`src/rtl/serial_add_ctrl.sv`:
```
// Bit-serial adder controller: one full-adder cell, LSB first, carry held in a flip-flop.
// Latency: start edge to done is N edges; start is only accepted in IDLE, with no queuing.
module serial_add_ctrl #(
    parameter int N = 8
) (
    input  logic         CLK,
    input  logic         RST,
    input  logic         start,
    input  logic [N-1:0] A,
    input  logic [N-1:0] B,
    input  logic         Cin,
    output logic         busy,
    output logic         done,
    output logic [N-1:0] S,
    output logic         Cout,
    output logic         V
);

    localparam int CW = $clog2(N);

    typedef enum logic [1:0] {
        IDLE  = 2'd0,
        SHIFT = 2'd1,
        DONE  = 2'd2
    } state_t;

    state_t         state;
    logic [N-1:0]   a_sr;
    logic [N-1:0]   b_sr;
    logic [N-1:0]   s_sr;
    logic           c;
    logic [CW-1:0]  cnt;

    logic           fa_sum;
    logic           fa_carry;

    // The shared full-adder cell.
    assign fa_sum   = a_sr[0] ^ b_sr[0] ^ c;
    assign fa_carry = (a_sr[0] & b_sr[0]) | (a_sr[0] & c) | (b_sr[0] & c);

    assign busy = (state == SHIFT);
    assign done = (state == DONE);

    always_ff @(posedge CLK or posedge RST) begin
        if (RST) begin
            state <= IDLE;
            a_sr  <= '0;
            b_sr  <= '0;
            s_sr  <= '0;
            c     <= 1'b0;
            cnt   <= '0;
            S     <= '0;
            Cout  <= 1'b0;
            V     <= 1'b0;
        end else begin
            case (state)
                IDLE: begin
                    if (start) begin
                        a_sr  <= A;
                        b_sr  <= B;
                        c     <= Cin;
                        cnt   <= '0;
                        state <= SHIFT;
                    end
                end
                SHIFT: begin
                    s_sr <= {fa_sum, s_sr[N-1:1]};
                    a_sr <= a_sr >> 1;
                    b_sr <= b_sr >> 1;
                    c    <= fa_carry;
                    cnt  <= cnt + CW'(1);
                    if (cnt == CW'(N - 1)) begin
                        // c is the carry into the MSB here, so c ^ carry-out is signed overflow.
                        S     <= {fa_sum, s_sr[N-1:1]};
                        Cout  <= fa_carry;
                        V     <= c ^ fa_carry;
                        state <= DONE;
                    end
                end
                DONE: begin
                    state <= IDLE;
                end
                default: begin
                    state <= IDLE;
                end
            endcase
        end
    end

endmodule

```
`config.mk`:
```
export PLATFORM = sky130hd
export DESIGN_NAME = serial_add_ctrl
export DESIGN_NICKNAME = d
export VERILOG_FILES = /design/src/rtl/serial_add_ctrl.sv
export SDC_FILE = /design/constraint.sdc
export NUM_CORES = 1
export LEC_CHECK = 0
export CAP_MARGIN = 20
export CORE_MARGIN = 2
export CORE_UTILIZATION = 53
export CTS_CLUSTER_SIZE = 14
export DETAILED_ROUTE_END_ITERATION = 7
export PLACE_DENSITY = 0.84
export SYNTH_ARGS = -nofsm -noshare
export SYNTH_HDL_FRONTEND = slang
export SYNTH_SLANG_ARGS = --single-unit
```
`constraint.sdc`:
```
create_clock -name CLK -period 2 [get_ports CLK]
set_input_delay 0.6 -clock CLK [delete_from_list [all_inputs] [get_ports CLK]]
set_output_delay 0.6 -clock CLK [all_outputs]
set_load 0.005 [all_outputs]
```
## Word level (Yosys, flattened, before mapping)

Cells that the tools add are included.

- Output and inout bits: 12
- Bits of input ports: 20
- Bits in registers: 40
- Logic and storage cells: 39

- Reductions and logical operators: 5
- Eq/ne operators: 5
- $add $sub $neg: 1
- Muxes and demuxes: 11
- Bitwise logic cells: 8

Operators with widths:

| kind | count |
|---|---|
| 8-bit case mux with 2 select lines | 2 |
| 8-bit 2-to-1 mux | 2 |
| 3-bit case mux with 2 select lines | 1 |
| 2-bit AND reduction | 3 |
| 2-bit 2-to-1 mux | 2 |
| 2-bit case mux with 2 select lines | 1 |
| 3-bit by 1-bit adder with 3-bit output (second input constant) | 1 |
| 1-bit AND | 3 |
| 3-bit equality test (second input constant) | 1 |
| 3-bit 2-to-1 mux | 1 |
| 1-bit bitwise XOR | 3 |
| 2-bit by 1-bit equality test with 1-bit output (second input constant) | 1 |
| 2-bit equality test (second input constant) | 1 |
| 2-bit zero test | 1 |
| 2-bit by 1-bit != test with 1-bit output (second input constant) | 1 |
| 2-bit != test (second input constant) | 1 |
| 1-bit OR | 2 |
| 1-bit case mux with 2 select lines | 1 |
| 2-bit nonzero test | 1 |
| 1-bit 2-to-1 mux | 1 |

## Depth between registers and ports, before layout

Gate-level depths: netlist of the first run.

- Depth after elaboration: 4
- Gate-level depth with buffers: 5

## Worst setup path after synthesis of the first run

Ideal clock, no wire load.

- Kind: flip-flop to output port
- Start: register state[0]
- End: output port done
- Buffers on the path: 2
- Arrival time: 0.901 ns
- Path slack: 0.499 ns
- Required time: 1.400 ns
- Cell stages (with the launch flop): 4
- Cells stage by stage: dfrtp_1 buf_6 buf_4 nor2b_1

- Cells in the longest elaborated chain, start to end: 1

RTL lines:

| item | RTL line | text |
|---|---|---|
| start, declared | 27 | `state_t state;` |
| start signal, assigned | 46 | `state <= IDLE;` |
| start signal, assigned | 63 | `state <= SHIFT;` |
| start signal, assigned | 77 | `state <= DONE;` |
| 2-bit equality test | 42 | `assign done = (state == DONE);` |
| end, declared | 13 | `output logic done,` |

Every way passes these cells.

## Worst setup path in the final report of the first run

Same ends and word-level chain as after synthesis.

==> impl_metrics.py, run 1 <==
metrics = {
    "status": {
        "outcome": "complete, no violations",
    },
    "layout": {
        "multi_input_area_sq_um": 817.0,
        "drive_above_1_share": 0.3257,
        "layout.nets": 198,
        "final_cell_mix": "dfrtp_1 (38), clkdlybuf4s50_1 (30), inv_1 (17)",
        "n_antenna_cell": 0,
        "fillers": 270,
        "layout_commonest_cell": "dfrtp_1",
        "seq_area_sq_um": 977.2,
        "instances_no_fill": 223,
        "area_growth_syn_to_layout_pct": 21.40,
    },
    "sta": {
        "hold_slack_ns": 0.5125,
        "tightest_slew_ns": 0.6112,
        "worst_slack_ns": 0.04641,
        "maxSlewViolCount": 0,
        "max_clock_freq_mhz": 511.9,
        "skew_ns": 0.002319,
        "setup-tns-final_ns": 0,
        "min_period_ns": 1.954,
        "period_share": 0.9768,
        "max-slew-margin-rel": 0.5915,
        "final-hold-violation-count": 0,
        "grt_setup_unrepaired": "false",
        "finalSetupViolCount": 0,
    },
    "synth": {
        "synthesis.nets": 164,
        "synthDistinctLibCells": 25,
        "synth.avg_cell_area_sq_um": 13.85,
        "yosysWarnings": 0,
        "ys_seq_area_frac": 0.4997,
        "postSynthCellCount": 141,
        "syn_area_sq_um": 1953,
        "yosys_register_bits": 39,
    },
    "drt": {
        "viasPerCell": 5.381,
        "dr.pass1.iters": 4,
        "wl_per_cell_um": 14.57,
        "vias": 1200,
        "drc": 0,
        "wl_mm": 3.248,
        "ant_nets": 0,
        "drt_iter0_drc": 77,
    },
    "power_and_ir_drop": {
        "intPower_mw": 2.334,
        "net-switching-power_mw": 1.124,
        "power_leakage_nw": 1.037,
        "switching_share": 0.3250,
        "power_density_nw_per_um2": 1458,
        "vdd_drop_max_mv": 0.6081,
        "clkPwrFrac": 0.152,
        "seqPwrFrac": 0.399,
        "p_comb_frac": 0.448,
    },
    "critical_path": {
        "worst_setup_path_end_kind": "output pin",
        "crit_arrival_ns": 1.35,
        "path_cells": "nor2b_2, clkdlybuf4s50_1",
        "critPathKind": "flip-flop to output pin",
        "path_max_fanout": 3,
        "slowest_delay_ns": 0.51,
        "slowest_stage": "clkdlybuf4s50_1",
        "required_ns": 1.40,
        "cp-start-kind": "flip-flop",
    },
    "clocking": {
        "cts_tree": "built",
        "cts.sink_count": 39,
        "cts_buffer_depth": 2,
        "clk_pin_slew_ns": 0.07,
        "cts-buffers-inserted": 5,
        "cts_root_buf": "clkbuf_8",
        "htreeDepth": 2,
        "insertion_delay_ns": 0.28,
    },
    "global_route": {
        "antenna_found_initial": 0,
        "grt_usage": 0.1785,
        "grt_pass1_wl_mm": 5.623,
        "grt_pass1_vias": 1272,
        "grt-ovfl-total": 0,
        "grt_start_max_net_pins": 40,
    },
    "placed_design": {
        "dp_hpwl_mm": 2.230,
        "gp_congestion": 0.7669,
        "place_inst": 215,
        "port_buffers": 31,
        "place_ws_ns": -0.06210,
    },
    "die": {
        "core-area_sq_um": 3606,
        "io_pins": 32,
        "start_util": 0.5416,
        "rows": 22,
        "die_w_um": 64.71,
        "dieArea_sq_um": 4187,
        "die_y_um": 64.71,
    },
    "min_path": {
        "worstHoldPathType": "flip-flop to flip-flop",
    },
    "job": {
        "maxCapViolations": 0,
    },
}
power by group through the flow:
stage / Clock, mW / Sequential [mW] / Combinational, mW
floorplan: 0 / 1.37 / 1.18
global placement: 0 / 1.37 / 1.48
detailed placement: 0 / 1.40 / 1.55
CTS: 0.540 / 1.39 / 1.55
global route: 0.572 / 1.43 / 1.72
finish: 0.526 / 1.38 / 1.55
state kept, by name, summed over array words and instances (netlist names):
name,cells
c,1
a_sr,8
state,2
V,1
S,8
s_sr,7
b_sr,8
cnt,3
Cout,1
cell type report:
class                      instances  share of cell area
sequential                        39              0.4121
multi-input combinational         73              0.3446
timing repair buffer              38              0.1525
clock buffer                       6             0.03483
inverter                          18             0.02850
tap                               48             0.02533
clock inverter                     1            0.002111
worst paths after layout:
path / slack [ns] / to / cells after the start / start
max in group asynchronous: 0.90 / state[0] / 3 / RST
setup / recovery: 0.05 / done / 2 / state[0]
setup reg to reg: 0.29 / S[5] / 3 / state[0]
hold reg to reg: 0.51 / cnt[1] / 1 / cnt[1]
hold / removal: 0.51 / cnt[1] / 1 / cnt[1]
min in group asynchronous: 0.74 / S[5] / 3 / RST
routing by layer:
layer,vias up,track usage,wire length [um]
met1,589,0.2088,1413
met5,-,0,0
met3,6,0.05208,158
met2,34,0.3144,1627
met4,0,0.05585,49
li1,571,-,-
cell families (layout without fill, tap and decap cells):
group,Yosys count,in the layout,share of synthesized area
multiplexers,18,18,0.1211
AO/OA/AOI/OAI,21,21,0.1294
AND/OR/NAND/NOR,30,30,0.1365
buffers and inverters,29,63,0.08584
flip-flops,39,39,0.4997
XOR/XNOR,1,1,0.004485
adder cells (fa/ha/maj),3,3,0.02306
per-stage QoR:
stage / power (mW) / util / cell area (sq um)
4_1_cts: 3.484 / 0.6551 / 2362
3_3_place_gp: 2.855 / 0.6291 / 2268
5_1_grt: 3.719 / 0.6575 / 2371
3_5_place_dp: 2.946 / 0.6291 / 2268
2_1_floorplan: 2.547 / - / 1953
6_report: 3.458 / 0.6575 / 2371
worst max-delay path, delay by kind of cell (launching register included):
kind / cells / cell delay (ns)
AND/OR/NAND/NOR: 1 / 0.14
flip-flops: 1 / 0.42
buffers and inverters: 1 / 0.51
timing repair:
action | 4_1_cts | 5_1_grt
buffers inserted | 0 | 1
endpoints found under the setup margin | 2 | 1
hold buffers | 0 | 0
pin swaps | 0 | 0
resized for setup | 3 | 1
cells in the mapped netlist:
library cell,n,area share
nor2_1,9,0.017
nand2b_2,1,0.0045
mux2_4,9,0.069
nor4b_1,7,0.031
nor2b_1,1,0.0032
inv_1,17,0.033
nor4b_2,8,0.062
buf_4,1,0.0038
fa_1,1,0.010
a21oi_1,1,0.0026
a221oi_1,5,0.022
o21bai_4,1,0.0096
xor2_1,1,0.0045
nand2b_1,2,0.0064
nand3b_2,1,0.0058
a22o_1,4,0.018
a221oi_2,10,0.077
buf_2,2,0.0051
nor3b_2,1,0.0064
buf_6,7,0.040
dfrtp_1,39,0.50
inv_2,1,0.0019
mux2_2,9,0.052
ha_1,2,0.013
clkbuf_1,1,0.0019
Note: power is estimated with default switching activity, not from simulation.
==> inputs of run 2 (changes only) <==
Settings changed: CAP_MARGIN 20 to default, CORE_UTILIZATION 53 to 30, PLACE_DENSITY 0.84 to 0.55.
==> impl_metrics.py, run 2 (synthesis gave the netlist of run 1 again) <==
metrics = {
    "status": {
        "outcome": "complete, no violations",
    },
    "sta": {
        "setup-tns-final_ns": 0,
        "max-slew-margin-rel": 0.5882,
        "period_share": 0.9257,
        "min_period_ns": 1.851,
        "tightest_slew_ns": 0.6161,
        "max_clock_freq_mhz": 540.1,
        "maxSlewViolCount": 0,
        "grt_setup_unrepaired": "false",
        "hold_slack_ns": 0.5100,
        "finalSetupViolCount": 0,
        "final-hold-violation-count": 0,
        "skew_ns": 0.005703,
        "worst_slack_ns": 0.1485,
    },
    "layout": {
        "top_regs": "S: 8 flops, a_sr: 8 flops, b_sr: 8 flops",
        "layout_commonest_cell": "dfrtp_1",
        "multi_input_area_sq_um": 830.8,
        "n_antenna_cell": 0,
        "fillers": 624,
        "seq_area_sq_um": 975.9,
        "area_growth_syn_to_layout_pct": 24.86,
        "layout.nets": 199,
        "post-route-util": 0.3862,
        "drive_above_1_share": 0.3277,
        "final_cell_mix": "dfrtp_1 (39), clkdlybuf4s50_1 (29), inv_1 (17)",
    },
    "global_route": {
        "grt_usage": 0.1080,
        "grt_pass1_vias": 1310,
        "use_met2": 0.1682,
        "grt-ovfl-total": 0,
        "grt_pass1_wl_mm": 6.189,
        "antenna_found_initial": 0,
        "grt_start_max_net_pins": 40,
        "grt.met1_usage": 0.1401,
        "grtUsageMet3": 0.03343,
        "top_usage_layer": "met2",
    },
    "power_and_ir_drop": {
        "net-switching-power_mw": 1.137,
        "intPower_mw": 2.312,
        "power_density_nw_per_um2": 1414,
        "vdd_drop_max_mv": 0.5499,
        "fin_total_pwr_mw": 3.449,
        "p_comb_frac": 0.453,
        "switching_share": 0.3295,
        "clkPwrFrac": 0.148,
        "power_leakage_nw": 1.079,
        "seqPwrFrac": 0.400,
    },
    "critical_path": {
        "r2r-end": "b_sr[3]",
        "critPathKind": "flip-flop to output pin",
        "slowest_delay_ns": 0.42,
        "required_ns": 1.40,
        "path_buf_inv": 3,
        "crit_arrival_ns": 1.25,
        "crit_path_start": "state[0]",
        "path_cells": "buf_4, nand2b_4, inv_2, dlygate4sd2_1",
        "slowest_stage": "dfrtp_1",
        "path_max_fanout": 4,
        "ff2ff_path_depth": 4,
        "worst_setup_path_end_kind": "output pin",
        "r2r-start": "state[0]",
        "crit_cells": 4,
        "r2r_slack_ns": 0.24,
        "cp_top_family": "buffers and inverters",
        "crit_path_end": "busy",
        "cp-start-kind": "flip-flop",
    },
    "placed_design": {
        "dp_hpwl_mm": 2.343,
        "gp_congestion": 0.6893,
        "place_ws_ns": 0.02858,
        "port_buffers": 31,
    },
    "min_path": {
        "whs_path_depth": 1,
        "worstHoldPathType": "flip-flop to flip-flop",
        "hp-start": "S[3]",
    },
    "die": {
        "io_pins": 32,
        "rows": 29,
        "core-area_sq_um": 6314,
        "start_util": 0.3094,
        "die_w_um": 84.69,
        "die_y_um": 84.69,
        "dieArea_sq_um": 7172,
    },
    "drt": {
        "wl_mm": 3.507,
        "ant_nets": 0,
        "dr.pass1.iters": 4,
        "drc": 0,
        "wl_per_cell_um": 13.81,
        "drt_iter0_drc": 53,
        "viasPerCell": 4.783,
        "vias": 1215,
    },
    "clocking": {
        "clk_pin_slew_ns": 0.08,
        "insertion_delay_ns": 0.29,
        "cts.sink_count": 39,
        "cts_tree": "built",
        "htreeDepth": 2,
        "cts_root_buf": "clkbuf_8",
        "cts-buffers-inserted": 5,
        "cts_buffer_depth": 2,
    },
    "job": {
        "maxCapViolations": 0,
    },
}
[run 2: cell count changes in the layout (fill, tap and decap cells not counted), sizes merged]
cell and change:
clkbuf -1, clkinv +2, clkdlybuf4s50 -1, dlymetal6s2s +1, buf +1
[run 2: power groups by stage]
| stage | combinational (mW) | clock (mW) | sequential, mW |
|---|---|---|---|
| after floorplan | 1.18 | 0 | 1.37 |
| after global placement | 1.51 | 0 | 1.38 |
| after detailed placement | 1.56 | 0 | 1.40 |
| after CTS | 1.58 | 0.531 | 1.38 |
| after global routing | 1.74 | 0.570 | 1.44 |
| final | 1.56 | 0.510 | 1.38 |
[run 2: worst min path at each step]
stage | endpoint | slack [ns]
floorplan | cnt[1] | 0.47
CTS | S[3] | 0.52
finish | S[3] | 0.51
detailed placement | cnt[1] | 0.49
global placement | cnt[1] | 0.49
global route | S[0] | 0.54
[run 2: through the flow]
stage | cell area (sq um) | cells
final | 2439 | 254
after global routing | 2439 | 254
after CTS | 2422 | 254
after detailed placement | 2317 | 244
after global placement | 2317 | 244
after floorplan | 1953 | 141
[run 2: layout make-up]
cell class                 count  share of cell area
clock inverter                 3            0.006157
clock buffer                   5             0.02822
multi-input combinational     73              0.3407
sequential                    39              0.4002
timing repair buffer          39              0.1575
inverter                      18             0.02771
tap                           77             0.03951
[run 2: timing repair]
action                                  in CTS  in global routing
endpoints found under the setup margin       2                 11
endpoints found under the hold margin        0                  0
buffers inserted                             2                  0
pin swaps                                    0                  0
gates resized for setup                      3                  3
hold buffers                                 0                  0
[run 2: metal layers]
metal,routed length (um),vias to the layer above
met3,180,7
met4,63,0
li1,-,578
met5,0,-
met2,1583,28
met1,1681,602
==> RTL edit 1: new RTL, settings of run 2 <==
Make the reset (`RST`) synchronous in one clocked block.
--- a/src/rtl/serial_add_ctrl.sv
+++ b/src/rtl/serial_add_ctrl.sv
@@ -42,5 +42,5 @@
     assign done = (state == DONE);
 
-    always_ff @(posedge CLK or posedge RST) begin
+    always_ff @(posedge CLK) begin
         if (RST) begin
             state <= IDLE;
Formal check against the unedited RTL: differs if RST is asserted again (counterexample within 4 cycles, from zero or initial values and one cycle with RST high); with RST held inactive, the same outputs for 10 cycles.
==> RTL edit 1 against run 2 <==
- fmax shrank 5.6%
- wire length is 14% lower
- area after synthesis is 18% lower
- count of clock-buffer cells in the layout up 2
- sequential share of layout area decreased by 2.3 points
- non-clock buffer count is 1 lower
- setup slack got worse by 0.11 ns
- global-route usage down 0.094 points
- sequential cell count unchanged
- design area shrank 15%
- via count up 1.5%
Power is not compared: it rests on default switching activity, and its combinational part moved more than twofold at a synthesized area within 25%.
==> RTL edit 1: results (changes against run 2) <==
Critical path
  • WP data arrival: 1.36 ns (+0.11 ns)
  • CP max FO: 3 (-1)
  • Critical Path End: busy
  • Crit path from: state[1]
  • Worst reg2reg startpoint: cnt[0]
  • FF-to-FF End: V
  • Reg2Reg Setup Slack: 0.58 ns (+0.34 ns)
  • Critical path's slowest cell: clkdlybuf4s50_1

Logic synthesis
  • Post-synthesis xor/xnor area fraction: 0.5447% (+0.096 points)
  • Adder-Cell Fraction of Synth Area: 2.802% (+0.50 points)
  • Synth cell count leaders: 39 x dfxtp_1, 32 x nand2_1, 22 x nor2_1
  • Post-Syn Nets: 196 (+20%)
  • Synth Area in Compound Gates: 16.81% (+3.9 points)
  • Post-synth ARST share: 0% (-100 points)
  • Area contributors post-synth: dfxtp_1 49%, mux2i_1 10%, a211oi_1 7.5%
  • Synth Flop Type: dfxtp_1
  • Multiplexer area fraction after synthesis: 9.961% (-2.1 points)
  • Post-synthesis sequential area ratio: 48.56% (-1.4 points)

Global route
  • Routing usage on met1: 13.95% (-0.058 points)
  • Total GRT Usage: 10.70% (-0.094 points)
  • GR Layer Usage met2: 15.48% (-1.3 points)
  • Vias in the first global route: 1124 (-14%)
  • GR Layer Usage met3: 4.941% (+1.6 points)

Route
  • Met3 wire length: 158 µm (-12%)
  • Initial drt markers: 28 (-47%)
  • Vias per cell: 4.467 (-6.6%)
  • M1 WL: 1.585 mm (-5.7%)
  • WL final: 2.999 mm (-14%)
  • First-pass DRT Iterations: 5 (+1)

STA
  • Relative slew slack: 76.45% (+18 points)
  • Hold slack: 0.4522 ns (-0.05773 ns)
  • Worst clock skew: 0.007189 ns (+0.001486 ns)

Placement
  • GP Congestion: 0.6827 (-0.96%)
  • Pre-CTS setup slack: 0.1489 ns (+0.1203 ns)

Min path
  • HP Start: S[3]
  • Hold path depth: 2 (+1)

Layout
  • Layout cell share with drive strength beyond 1: 9.223% (-24 points)
  • Fill cells: 554 (-11%)
  • Layout Nets: 228 (+15%)

Outcome
  • Status: finished clean
## RTL edit 1: cell type report
class / count / area (µm²) / share of cell area [%]
Sequential cell: 39 / 780.7 / 37.75
Multi-Input combinational cell: 119 / 733.2 / 35.45
Timing Repair Buffer: 38 / 375.4 / 18.15
Tap cell: 70 / 87.58 / 4.235
Clock buffer: 7 / 76.32 / 3.690
Inverter: 2 / 10.01 / 0.4840
Clock inverter: 1 / 5.005 / 0.2420
## RTL edit 1: through the flow
stage | util, % | instance area, µm² | setup TNS (ns) | std cells | total power (µW)
global placement | 38.51 | 1979 | 0 | 267 | 1036
CTS | 40.24 | 2068 | 0 | 276 | 1554
detailed placement | 38.51 | 1979 | 0 | 267 | 1038
finish | 40.24 | 2068 | 0 | 276 | 1527
global route | 40.24 | 2068 | -0.05331 | 276 | 1614
floorplan | - | 1608 | 0 | 173 | 974.4
## RTL edit 1: repair_timing
item | 4_1_cts | 5_1_grt
buffers inserted | 1 | 0
setup endpoints to repair | 1 | 2
cloned | 0 | 0
==> RTL edit 2: new RTL, config.mk and constraints of run 2 <==
Made on the original files. Set the parameter `N` to 4 (it was 8).
--- a/src/rtl/serial_add_ctrl.sv
+++ b/src/rtl/serial_add_ctrl.sv
@@ -2,5 +2,5 @@
 // Latency: start edge to done is N edges; start is only accepted in IDLE, with no queuing.
 module serial_add_ctrl #(
-    parameter int N = 8
+    parameter int N = 4
 ) (
     input  logic         CLK,
Interface: changed (resized A, B and S); port bits go from 32 to 20. No check against the original RTL was run, so the function may have changed too.
==> RTL edit 2 against run 2 <==
- design area decreased by 44%
- combinational power decreased by 43%
- setup slack improved by 0.080 ns
- critical path type unchanged
- critical path depth decreased by 3
- power decreased by 41%
- non-clock buffer count decreased by 16
- area after synthesis decreased by 46%
- sequential cell count decreased by 17
- wire length decreased by 44%
- fmax increased by 4.5%
- first-iteration DRC count decreased by 60%
==> RTL edit 2: results (changes against run 2) <==
Outcome
  • Status: finished clean

Global route
  • First-pass GRT wire length: 3.484 mm (-44%)
  • GR Layer Usage met2: 17.11% (+0.28 points)
  • Routing usage on met1: 15.10% (+1.1 points)
  • GR Layer Usage met3: 3.929% (+0.59 points)

Layout
  • Fill cells: 358 (-43%)
  • Area delta synth->final: 27.95%
  • Layout Nets: 122 (-39%)

Logic synthesis
  • Synth cell types: 30 (+20%)
  • Area contributors post-synth: dfrtp_1 52%, mux2_2 11%, inv_1 3.9%
  • Post-Syn Nets: 99 (-40%)
  • Multiplexer area fraction after synthesis: 10.61% (-1.5 points)
  • Post-synthesis sequential area ratio: 51.89% (+1.9 points)
  • Synthesized netlist cell count: 85 (-40%)
  • Synth cell count leaders: 22 x dfrtp_1, 11 x inv_1, 10 x mux2_2
  • Adder-Cell Fraction of Synth Area: 3.066% (+0.76 points)

Route
  • WL final: 1.971 mm (-44%)
  • Vias: 713 (-41%)
  • Vias per cell: 4.660 (-2.6%)
  • M1 WL: 955 µm (-43%)

Critical path
  • Critical path's slowest cell: clkdlybuf4s50_1
  • CP max FO: 2 (-2)
  • Slowest Stage Delay on Critical Path: 0.50 ns (+0.08 ns)
  • FF-to-FF End: V
  • Worst reg2reg startpoint: c

Placement
  • Pre-CTS setup slack: 0.03835 ns (+0.009771 ns)
  • Placed cell count: 149 (-39%)
  • Port buffer count: 19 (-39%)

STA
  • Slew at the pin closest to its max-slew limit: 0.4174 ns (-0.1987 ns)
  • Worst clock skew: 0.001887 ns (-0.003817 ns)
  • Hold slack: 0.4978 ns (-0.01214 ns)

Min path
  • HP Start: a_sr[3]
  • Worst Hold Path EP: a_sr[3]

Power
  • Leak: 0.0006147 µW (-43%)
  • Max VDD drop: 0.5074 mV (-7.7%)
## RTL edit 2: where the power goes
| part | internal, µW | total, µW | switching (µW) |
|---|---|---|---|
| Combinational | 529 | 896 | 367 |
| Clock | 202 | 348 | 145 |
| Sequential | 659 | 787 | 128 |
## RTL edit 2: layout make-up
| class | instances | area share, % |
|---|---|---|
| Sequential cell | 22 | 40.55 |
| Multi-Input combinational cell | 47 | 32.26 |
| Timing Repair Buffer | 23 | 16.04 |
| Tap cell | 46 | 4.240 |
| Inverter | 11 | 3.041 |
| Clock inverter | 1 | 2.212 |
| Clock buffer | 3 | 1.659 |
## RTL edit 2: worst max-delay path by stage
stage	from	end	slack [ns]	depth (start not counted)
3_5_place_dp	start	b_sr[1]	0.04	3
3_3_place_gp	start	b_sr[1]	0.10	3
5_1_grt	state[0]	busy	0.16	2
4_1_cts	V	V	0.20	1
2_1_floorplan	c	V	0.62	3
6_report	V	V	0.23	1
